File: config.mk
export PLATFORM = sky130hd
export DESIGN_NAME = edit_cursor_ctrl
export DESIGN_NICKNAME = d
export VERILOG_FILES = /design/src/rtl/edit_pkg.sv /design/src/rtl/cell_cursor.sv /design/src/rtl/edit_cursor_ctrl.sv
export SDC_FILE = /design/constraint.sdc
export NUM_CORES = 1
export LEC_CHECK = 0
export ABC_CLOCK_PERIOD_IN_PS = 2770
export CAP_MARGIN = 20
export CORE_MARGIN = 2
export CORE_UTILIZATION = 42
export DETAILED_ROUTE_END_ITERATION = 10
export PLACE_DENSITY = 0.66
export SYNTH_ARGS = -nofsm -noshare
export SYNTH_HDL_FRONTEND = slang
export SYNTH_SLANG_ARGS = --single-unit
export TNS_END_PERCENT = 10
File: constraint.sdc
create_clock -name clk -period 2.77 [get_ports clk]
set_input_delay 0.4155 -clock clk [delete_from_list [all_inputs] [get_ports clk]]
set_output_delay 0.4155 -clock clk [all_outputs]
set_load 0.005 [all_outputs]
File: src/rtl/edit_pkg.sv
// rtl/edit_pkg.sv - shared state encoding and grid geometry for the edit cursor
package edit_pkg;

  typedef enum logic [1:0] {
    ST_IDLE   = 2'd0,
    ST_EDIT   = 2'd1,
    ST_COMMIT = 2'd2
  } state_t;

  localparam int DEF_GRID_COLS = 20;
  localparam int DEF_GRID_ROWS = 15;
  localparam int CELL_IDX_W    = 9;
  localparam int X_W           = 5;
  localparam int Y_W           = 4;

endpackage

File: src/rtl/cell_cursor.sv
// rtl/cell_cursor.sv - x/y cell registers with load, wrapping arrow moves and advance-with-carry
module cell_cursor
  import edit_pkg::*;
#(
  parameter int GRID_COLS = DEF_GRID_COLS,
  parameter int GRID_ROWS = DEF_GRID_ROWS
) (
  input  logic           clk,
  input  logic           rst,
  input  logic           load,
  input  logic [X_W-1:0] load_x,
  input  logic [Y_W-1:0] load_y,
  input  logic           mv_up,
  input  logic           mv_down,
  input  logic           mv_left,
  input  logic           mv_right,
  input  logic           advance,
  output logic [X_W-1:0] x,
  output logic [Y_W-1:0] y
);

  localparam logic [X_W-1:0] X_MAX = X_W'(GRID_COLS - 1);
  localparam logic [Y_W-1:0] Y_MAX = Y_W'(GRID_ROWS - 1);

  // Operations are mutually exclusive in practice; the order below only
  // resolves simultaneous arrow keys (up > down > left > right).
  always_ff @(posedge clk) begin
    if (rst) begin
      x <= '0;
      y <= '0;
    end else if (load) begin
      x <= load_x;
      y <= load_y;
    end else if (advance) begin
      if (x == X_MAX) begin
        x <= '0;
        y <= (y == Y_MAX) ? '0 : y + 1'b1;
      end else begin
        x <= x + 1'b1;
      end
    end else if (mv_up) begin
      y <= (y == '0) ? Y_MAX : y - 1'b1;
    end else if (mv_down) begin
      y <= (y == Y_MAX) ? '0 : y + 1'b1;
    end else if (mv_left) begin
      x <= (x == '0) ? X_MAX : x - 1'b1;
    end else if (mv_right) begin
      x <= (x == X_MAX) ? '0 : x + 1'b1;
    end
  end

endmodule

File: src/rtl/edit_cursor_ctrl.sv
// rtl/edit_cursor_ctrl.sv - handwriting cell cursor FSM with commit handshake and ack timeout
module edit_cursor_ctrl
  import edit_pkg::*;
#(
  parameter int GRID_COLS   = DEF_GRID_COLS,
  parameter int GRID_ROWS   = DEF_GRID_ROWS,
  parameter int ACK_TIMEOUT = 255
) (
  input  logic                  clk,
  input  logic                  rst,
  input  logic [9:0]            MOUSE_X_POS,
  input  logic [8:0]            MOUSE_Y_POS,
  input  logic                  mouse_click_l,
  input  logic                  key_up,
  input  logic                  key_down,
  input  logic                  key_left,
  input  logic                  key_right,
  input  logic                  key_commit,
  input  logic                  key_cancel,
  input  logic                  commit_ack,
  output logic                  editing,
  output logic [X_W-1:0]        writing_block_x_pos,
  output logic [Y_W-1:0]        writing_block_y_pos,
  output logic                  canvas_clear,
  output logic                  commit_req,
  output logic [CELL_IDX_W-1:0] commit_addr,
  output logic                  commit_err
);

  localparam int                CNT_W    = $clog2(ACK_TIMEOUT + 1);
  localparam logic [CNT_W-1:0]  CNT_LAST = CNT_W'(ACK_TIMEOUT - 1);

  state_t                  state, state_nx;
  logic [CNT_W-1:0]        cnt, cnt_nx;
  logic                    clear_nx, req_nx, err_nx;
  logic [CELL_IDX_W-1:0]   addr_nx;
  logic                    cur_load, cur_adv, cur_up, cur_down, cur_left, cur_right;
  logic [X_W-1:0]          x, click_x;
  logic [Y_W-1:0]          y, click_y;
  logic                    click_in_grid, any_arrow;
  logic                    unused_pixel_bits;

  assign click_x           = MOUSE_X_POS[9:5];
  assign click_y           = MOUSE_Y_POS[8:5];
  assign unused_pixel_bits = ^{MOUSE_X_POS[4:0], MOUSE_Y_POS[4:0]};
  assign click_in_grid     = mouse_click_l && (int'(click_x) < GRID_COLS)
                                           && (int'(click_y) < GRID_ROWS);
  assign any_arrow         = key_up | key_down | key_left | key_right;

  // Row-major cell index; the default 20-column grid uses y*16 + y*4.
  function automatic logic [CELL_IDX_W-1:0] cell_index(input logic [X_W-1:0] cx,
                                                      input logic [Y_W-1:0] cy);
    logic [CELL_IDX_W-1:0] xw, yw;
    xw = CELL_IDX_W'(cx);
    yw = CELL_IDX_W'(cy);
    if (GRID_COLS == 20) return (yw << 4) + (yw << 2) + xw;
    else                 return (yw * CELL_IDX_W'(GRID_COLS)) + xw;
  endfunction

  cell_cursor #(
    .GRID_COLS (GRID_COLS),
    .GRID_ROWS (GRID_ROWS)
  ) u_cursor (
    .clk      (clk),
    .rst      (rst),
    .load     (cur_load),
    .load_x   (click_x),
    .load_y   (click_y),
    .mv_up    (cur_up),
    .mv_down  (cur_down),
    .mv_left  (cur_left),
    .mv_right (cur_right),
    .advance  (cur_adv),
    .x        (x),
    .y        (y)
  );

  always_comb begin
    state_nx  = state;
    cnt_nx    = cnt;
    clear_nx  = 1'b0;
    req_nx    = commit_req;
    err_nx    = 1'b0;
    addr_nx   = commit_addr;
    cur_load  = 1'b0;
    cur_adv   = 1'b0;
    cur_up    = 1'b0;
    cur_down  = 1'b0;
    cur_left  = 1'b0;
    cur_right = 1'b0;
    case (state)
      ST_IDLE: begin
        if (click_in_grid) begin
          state_nx = ST_EDIT;
          cur_load = 1'b1;
          clear_nx = 1'b1;
        end
      end
      ST_EDIT: begin
        if (key_cancel) begin
          state_nx = ST_IDLE;
        end else if (key_commit) begin
          state_nx = ST_COMMIT;
          req_nx   = 1'b1;
          addr_nx  = cell_index(x, y);
          cnt_nx   = '0;
        end else if (click_in_grid) begin
          if (click_x != x || click_y != y) begin
            cur_load = 1'b1;
            clear_nx = 1'b1;
          end
        end else if (any_arrow) begin
          cur_up    = key_up;
          cur_down  = key_down;
          cur_left  = key_left;
          cur_right = key_right;
          clear_nx  = 1'b1;
        end
      end
      ST_COMMIT: begin
        // Ack is checked first so it wins over a simultaneous timeout.
        if (commit_ack) begin
          state_nx = ST_EDIT;
          cur_adv  = 1'b1;
          clear_nx = 1'b1;
          req_nx   = 1'b0;
        end else if (cnt == CNT_LAST) begin
          state_nx = ST_EDIT;
          err_nx   = 1'b1;
          req_nx   = 1'b0;
        end else begin
          cnt_nx = cnt + 1'b1;
        end
      end
      default: begin
        state_nx = ST_IDLE;
        req_nx   = 1'b0;
      end
    endcase
  end

  always_ff @(posedge clk) begin
    if (rst) begin
      state        <= ST_IDLE;
      cnt          <= '0;
      editing      <= 1'b0;
      canvas_clear <= 1'b0;
      commit_req   <= 1'b0;
      commit_addr  <= '0;
      commit_err   <= 1'b0;
    end else begin
      state        <= state_nx;
      cnt          <= cnt_nx;
      editing      <= (state_nx != ST_IDLE);
      canvas_clear <= clear_nx;
      commit_req   <= req_nx;
      commit_addr  <= addr_nx;
      commit_err   <= err_nx;
    end
  end

  assign writing_block_x_pos = x;
  assign writing_block_y_pos = y;

endmodule
Word-level counts from Yosys, hierarchy flattened. Index checks and enable logic that the tools add are counted.

Reduce and logical (&&, ||, !) cells: 16. Eq/ne operators: 15. Add/sub/neg operators: 7. Multiplexer cells: 65. Order comparisons: 2. Bitwise gates (word level): 6.

Operators by type and width (number): $mux 5 (8); $mux 1 (36); $mux 8 (4); $mux 4 (7); $pmux 8 s2 (1); $mux 2 (5); $add 8x6->9 (1); $add 9x5->9 (1); $ne 3x3->1 const B (3); $add 8x1->8 const B (1); $eq 8x8->1 const B (1); $ne 2x2->1 const B (4); $reduce_bool 4->1 (2); $pmux 1 s3 (2); $pmux 2 s3 (1); $reduce_and 3->1 (2); $add 5x1->5 const B (1); $eq 5x5->1 const B (1); $logic_not 5->1 (1); $lt 5x5->1 const B (1); $ne 5x5->1 (1); $reduce_and 5->1 (1); $sub 5x1->5 const B (1); $add 4x1->4 const B (1); 18 further kinds (24).

Register bits: 32. Bits of input ports: 29.

Logic depth before layout (Yosys ltp).
Depth in word-level cells: 14. Gate-level depth with buffers: 9. Gate-level depth less buffers: 8.

Cells and area by module. Synthesis repeated with hierarchy kept, for this count alone.

Cell total of the unflattened synthesis: 262. Area, all modules: 2178.3 um^2.

Modules (own cells, without submodules): edit_cursor_ctrl (instances 1, cells an instance 155, seq. area each 460.4 um^2, area each 1358.8 um^2); cell_cursor (instances 1, cells an instance 107, seq. area each 180.2 um^2, area each 819.5 um^2).

Least setup slack after synthesis. OpenSTA, ideal clock, no wires.

Path type: register to register. Start: register u_cursor.y[0]. End: register commit_addr[7]. Path slack: 557 ps. Data arrival time: 2143 ps. Cell stages (with the launch flop): 8. Path buffers: 0. Path through: dfxtp_1 -> fa_1 -> fa_1 -> a21o_1 -> a21oi_1 -> xnor2_1 -> nand2_1 -> a21oi_1.

Longest elaborated chain between the ends: 2.

RTL lines: start: declaration (RTL line cell_cursor.sv:19) `output logic [Y_W-1:0] y`; start signal: assignment (RTL line cell_cursor.sv:33) `y <= load_y;`; start signal: assignment (RTL line cell_cursor.sv:37) `y <= (y == Y_MAX) ? '0 : y + 1'b1;`; start signal: assignment (RTL line cell_cursor.sv:42) `y <= (y == '0) ? Y_MAX : y - 1'b1;`; $add 8x6->9 (RTL line edit_cursor_ctrl.sv:56) `if (GRID_COLS == 20) return (yw << 4) + (yw << 2) + xw;`; $add 9x5->9 (RTL line edit_cursor_ctrl.sv:56); end signal: assignment (RTL line edit_cursor_ctrl.sv:157) `commit_addr <= addr_nx;`; end: declaration (RTL line edit_cursor_ctrl.sv:26) `output logic [CELL_IDX_W-1:0] commit_addr,`.

Every way passes these cells. A chain may end at the register's enable or synchronous reset.

Worst setup path after layout.
Start: input key_commit. End: register u_cursor.x[3].

Longest elaborated chain between the ends: 8.

RTL lines: start: declaration (RTL line edit_cursor_ctrl.sv:18) `input logic key_commit,`; $mux 1 (RTL line edit_cursor_ctrl.sv:102) `end else if (key_commit) begin`; $mux 1 (RTL line edit_cursor_ctrl.sv:100) `if (key_cancel) begin`; $mux 1 (RTL line edit_cursor_ctrl.sv:91) `case (state)`; $mux 5 (RTL line cell_cursor.sv:45) `end else if (mv_left) begin`; $mux 5 (RTL line cell_cursor.sv:43) `end else if (mv_down) begin`; $mux 5 (RTL line cell_cursor.sv:41) `end else if (mv_up) begin`; $mux 5 (RTL line cell_cursor.sv:34) `end else if (advance) begin`; $mux 5 (RTL line cell_cursor.sv:31) `end else if (load) begin`; end signal: assignment (RTL line cell_cursor.sv:32) `x <= load_x;`; end signal: assignment (RTL line cell_cursor.sv:39) `x <= x + 1'b1;`; end signal: assignment (RTL line cell_cursor.sv:46) `x <= (x == '0) ? X_MAX : x - 1'b1;`; end: declaration (RTL line cell_cursor.sv:18) `output logic [X_W-1:0] x,`.

Several ways; a longest one is shown, not always the timed one. The select of a mux whose other input is x is not followed.

==> results.sh <==
export IMPL_maxSlewHeadroom=0.623
export IMPL_yosysSeqAreaShare=0.276
export IMPL_hold_ws_ns=0.449
export IMPL_grt_pass1_vias=2038
export IMPL_clock_skew_ns=0.00717
export IMPL_cts_htree_levels=2
export IMPL_cts_tree="done"
export IMPL_grt_pass1_wl_um=9650
export IMPL_final_util=0.548
export IMPL_p_leak_nw=1.10
export IMPL_timing_final_crit_period_ns=2.36
export IMPL_worst_slew_pin_slew_ns=0.564
export IMPL_die_area_mm2=0.00613
export IMPL_drt_iter0_drc=127
export IMPL_synth_edf_count=0
export IMPL_end_kind="register"
export IMPL_io_pins=51
export IMPL_synth_seq_cells=32
export IMPL_firstDrtPassIters=4
export IMPL_area_delta_synth_final_pct=27.7
export IMPL_ctsHoldBuffers=0
export IMPL_cts_root_buf="clkbuf_8"
export IMPL_vias_per_cell=5.58
export IMPL_period_share=0.852
export IMPL_multiInputGateArea_mm2=0.00156
export IMPL_synthesis_instances=277
export IMPL_rsz0062_at_grt="false"
export IMPL_finalSetupTns_ns=0
export IMPL_finalPower_mw=1.33
export IMPL_hpwl_um=4440
export IMPL_fin_nets=369
export IMPL_fmax_mhz=424
export IMPL_layout_drive_gt1_share=0.130
export IMPL_grt_usage=0.200
export IMPL_syn_nets=324
export IMPL_finalSetupViolations=0
export IMPL_ir_drop_v=0.000185
export IMPL_postCtsSetupRepairBufs=0
export IMPL_antenna_found_initial=0
export IMPL_synthDistinctLibCells=65
export IMPL_start_util=0.429
export IMPL_port_buffer_count=40
export IMPL_cts_buffers=5
export IMPL_fp_row_count=27
export IMPL_synthesis_area_mm2=0.00232
export IMPL_grt_max_degree=21
export IMPL_cts_repair_resized=0
export IMPL_path_max_fanout=6
export IMPL_worstSetupPathType="in -> reg"
export IMPL_ys_warn_count=0
export IMPL_seqCellArea_um2=641
export IMPL_die_y_um=78.3
export IMPL_hold_violations=0
export IMPL_totalWireLength_um=5880
export IMPL_status="completed"
export IMPL_clock_latency_ns=0.29
export IMPL_core_area_mm2=0.00541
export IMPL_clk_pin_slew_ns=0.07
export IMPL_drv_slew=0
export IMPL_worstHoldPathType="reg -> reg"
export IMPL_clock_sinks=32
export IMPL_fp_dieW_um=78.3
export IMPL_cp_required_ns=2.94
export IMPL_grt_ovfl_total=0
export IMPL_gp_congestion=0.864
export IMPL_post_drt_wl_per_cell_um=14.9
export IMPL_ant_nets=0
export IMPL_arrival_ns=2.53
export IMPL_cap_violations=0
export IMPL_nFillCells=509
export IMPL_num_antenna_cells=0
export IMPL_synthFlopType="dfxtp_1"
export IMPL_synthArstFlopShare=0
export IMPL_start_kind="input port"
export IMPL_drc=0
export IMPL_dr_total_vias=2205
export IMPL_syn_avg_cell_area_um2=8.37
export IMPL_p_per_area_mw_per_mm2=448
export IMPL_clock_path_buffers=2
-- per-stage QoR --
step | area [µm²] | std cells | setup slack (ns)
after floorplan | 2320 | 277 | 0.557
after global routing | 2960 | 395 | 0.316
after global placement | 2830 | 387 | 0.177
final | 2960 | 395 | 0.411
after CTS | 2960 | 395 | 0.436
after detailed placement | 2830 | 387 | 0.145
-- layout make-up --
| cell class | instances | share of cell area |
|---|---|---|
| multi-input combinational | 219 | 0.528 |
| sequential | 32 | 0.216 |
| timing repair buffer | 53 | 0.168 |
| clock buffer | 7 | 0.0325 |
| tap | 72 | 0.0304 |
| inverter | 11 | 0.0139 |
| clock inverter | 1 | 0.0101 |
-- critical path: stages --
cell and delay (ns):
clkdlybuf4s50_1 0.50, or4b_4 0.60, nor4_4 0.31, a21boi_2 0.16, nor4_1 0.39, o32ai_1 0.14
-- cells in the final DEF, fill, tap and decap left out, types with 2 or more instances in the layout --
master | synthesis | final
fa_1 | 2 | 2
nor3_2 | 3 | 3
nand2_1 | 34 | 34
xor2_1 | 4 | 4
nand4_1 | 7 | 7
nor3_1 | 4 | 4
clkbuf_8 | 0 | 7
o21ai_0 | 8 | 8
a221oi_1 | 2 | 2
dfxtp_1 | 32 | 32
a41oi_1 | 2 | 2
o21bai_1 | 2 | 2
o211ai_1 | 6 | 6
inv_1 | 11 | 11
o2111ai_1 | 2 | 2
and3_1 | 4 | 4
a31oi_1 | 3 | 3
nor2_1 | 19 | 19
a211oi_1 | 3 | 3
ha_1 | 16 | 16
a311oi_1 | 3 | 3
o21ai_1 | 3 | 3
nand2b_1 | 2 | 2
or3_1 | 2 | 2
o32ai_1 | 2 | 2
buf_4 | 1 | 13
nand3_1 | 7 | 7
xnor2_1 | 16 | 16
nor2b_1 | 2 | 2
o31ai_1 | 3 | 3
a311oi_2 | 2 | 2
clkdlybuf4s50_1 | 0 | 40
a21oi_1 | 24 | 24
a21o_1 | 2 | 2
-- registers in the layout, indices dropped and copies added (netlist names) --
signal,flops
u_cursor.y,4
state,2
commit_req,1
canvas_clear,1
u_cursor.x,5
cnt,8
editing,1
commit_err,1
commit_addr,9
-- routing by layer --
layer  share of wire  vias up  GRT usage  wire [µm]
li1                -     1105          -          -
met1            0.44     1016      0.259       2610
met2            0.47       76      0.328       2760
met3           0.070        8     0.0368        414
met4           0.017        0     0.0807        102
met5               0        -          0          0
-- where the power goes --
group          internal, mW  switching [mW]
clock                 0.317           0.180
sequential            0.478          0.0269
combinational         0.160           0.165
total                 0.955           0.372
-- Yosys cell counts, types with 2 or more instances --
master / count / area (µm²)
dfxtp_1: 32 / 641
buf_2: 4 / 20.0
clkbuf_1: 9 / 33.8
inv_1: 11 / 41.3
o211ai_1: 6 / 45.0
and3_1: 4 / 25.0
fa_1: 2 / 40.0
nor2_1: 19 / 71.3
nand2b_1: 2 / 12.5
a21oi_1: 24 / 120
a21o_1: 2 / 15.0
a311oi_1: 3 / 26.3
o21bai_1: 2 / 15.0
a311oi_2: 2 / 30.0
nor2b_1: 2 / 12.5
xor2_1: 4 / 35.0
nor3_2: 3 / 30.0
or3_1: 2 / 12.5
a211oi_1: 3 / 22.5
nor3_1: 4 / 20.0
o31ai_1: 3 / 22.5
nand2_1: 34 / 128
o32ai_1: 2 / 17.5
a221oi_1: 2 / 17.5
o21ai_0: 8 / 40.0
nand3_1: 7 / 35.0
o21ai_1: 3 / 15.0
ha_1: 16 / 200
o2111ai_1: 2 / 17.5
a31oi_1: 3 / 18.8
xnor2_1: 16 / 140
nand4_1: 7 / 43.8
a41oi_1: 2 / 17.5
-- path summary, 6_finish.rpt --
path / from / to / slack [ns] / depth (start not counted)
max reg2reg: u_cursor.y[1]$_SDFFE_PP0P_ / commit_addr[7]$_SDFFE_PP0P_ / 0.47 / 8
min reg2reg: commit_addr[8]$_SDFFE_PP0P_ / commit_addr[8]$_SDFFE_PP0P_ / 0.45 / 2
min: commit_addr[8]$_SDFFE_PP0P_ / commit_addr[8]$_SDFFE_PP0P_ / 0.45 / 2
max: key_commit / u_cursor.x[3]$_SDFFE_PP0P_ / 0.41 / 6
-- logic make-up (layout without fill, tap and decap cells) --
group	Yosys count	after routing	synth area share
adders and majority gates	18	18	0.104
buffers and inverters	26	72	0.0491
AOI/OAI and AO/OA	78	78	0.240
DFF	32	32	0.276
and+or+nand+nor	101	101	0.246
muxes	2	2	0.00917
xor gates and xnor gates	20	20	0.0755
(Power assumes the default switching activity.)
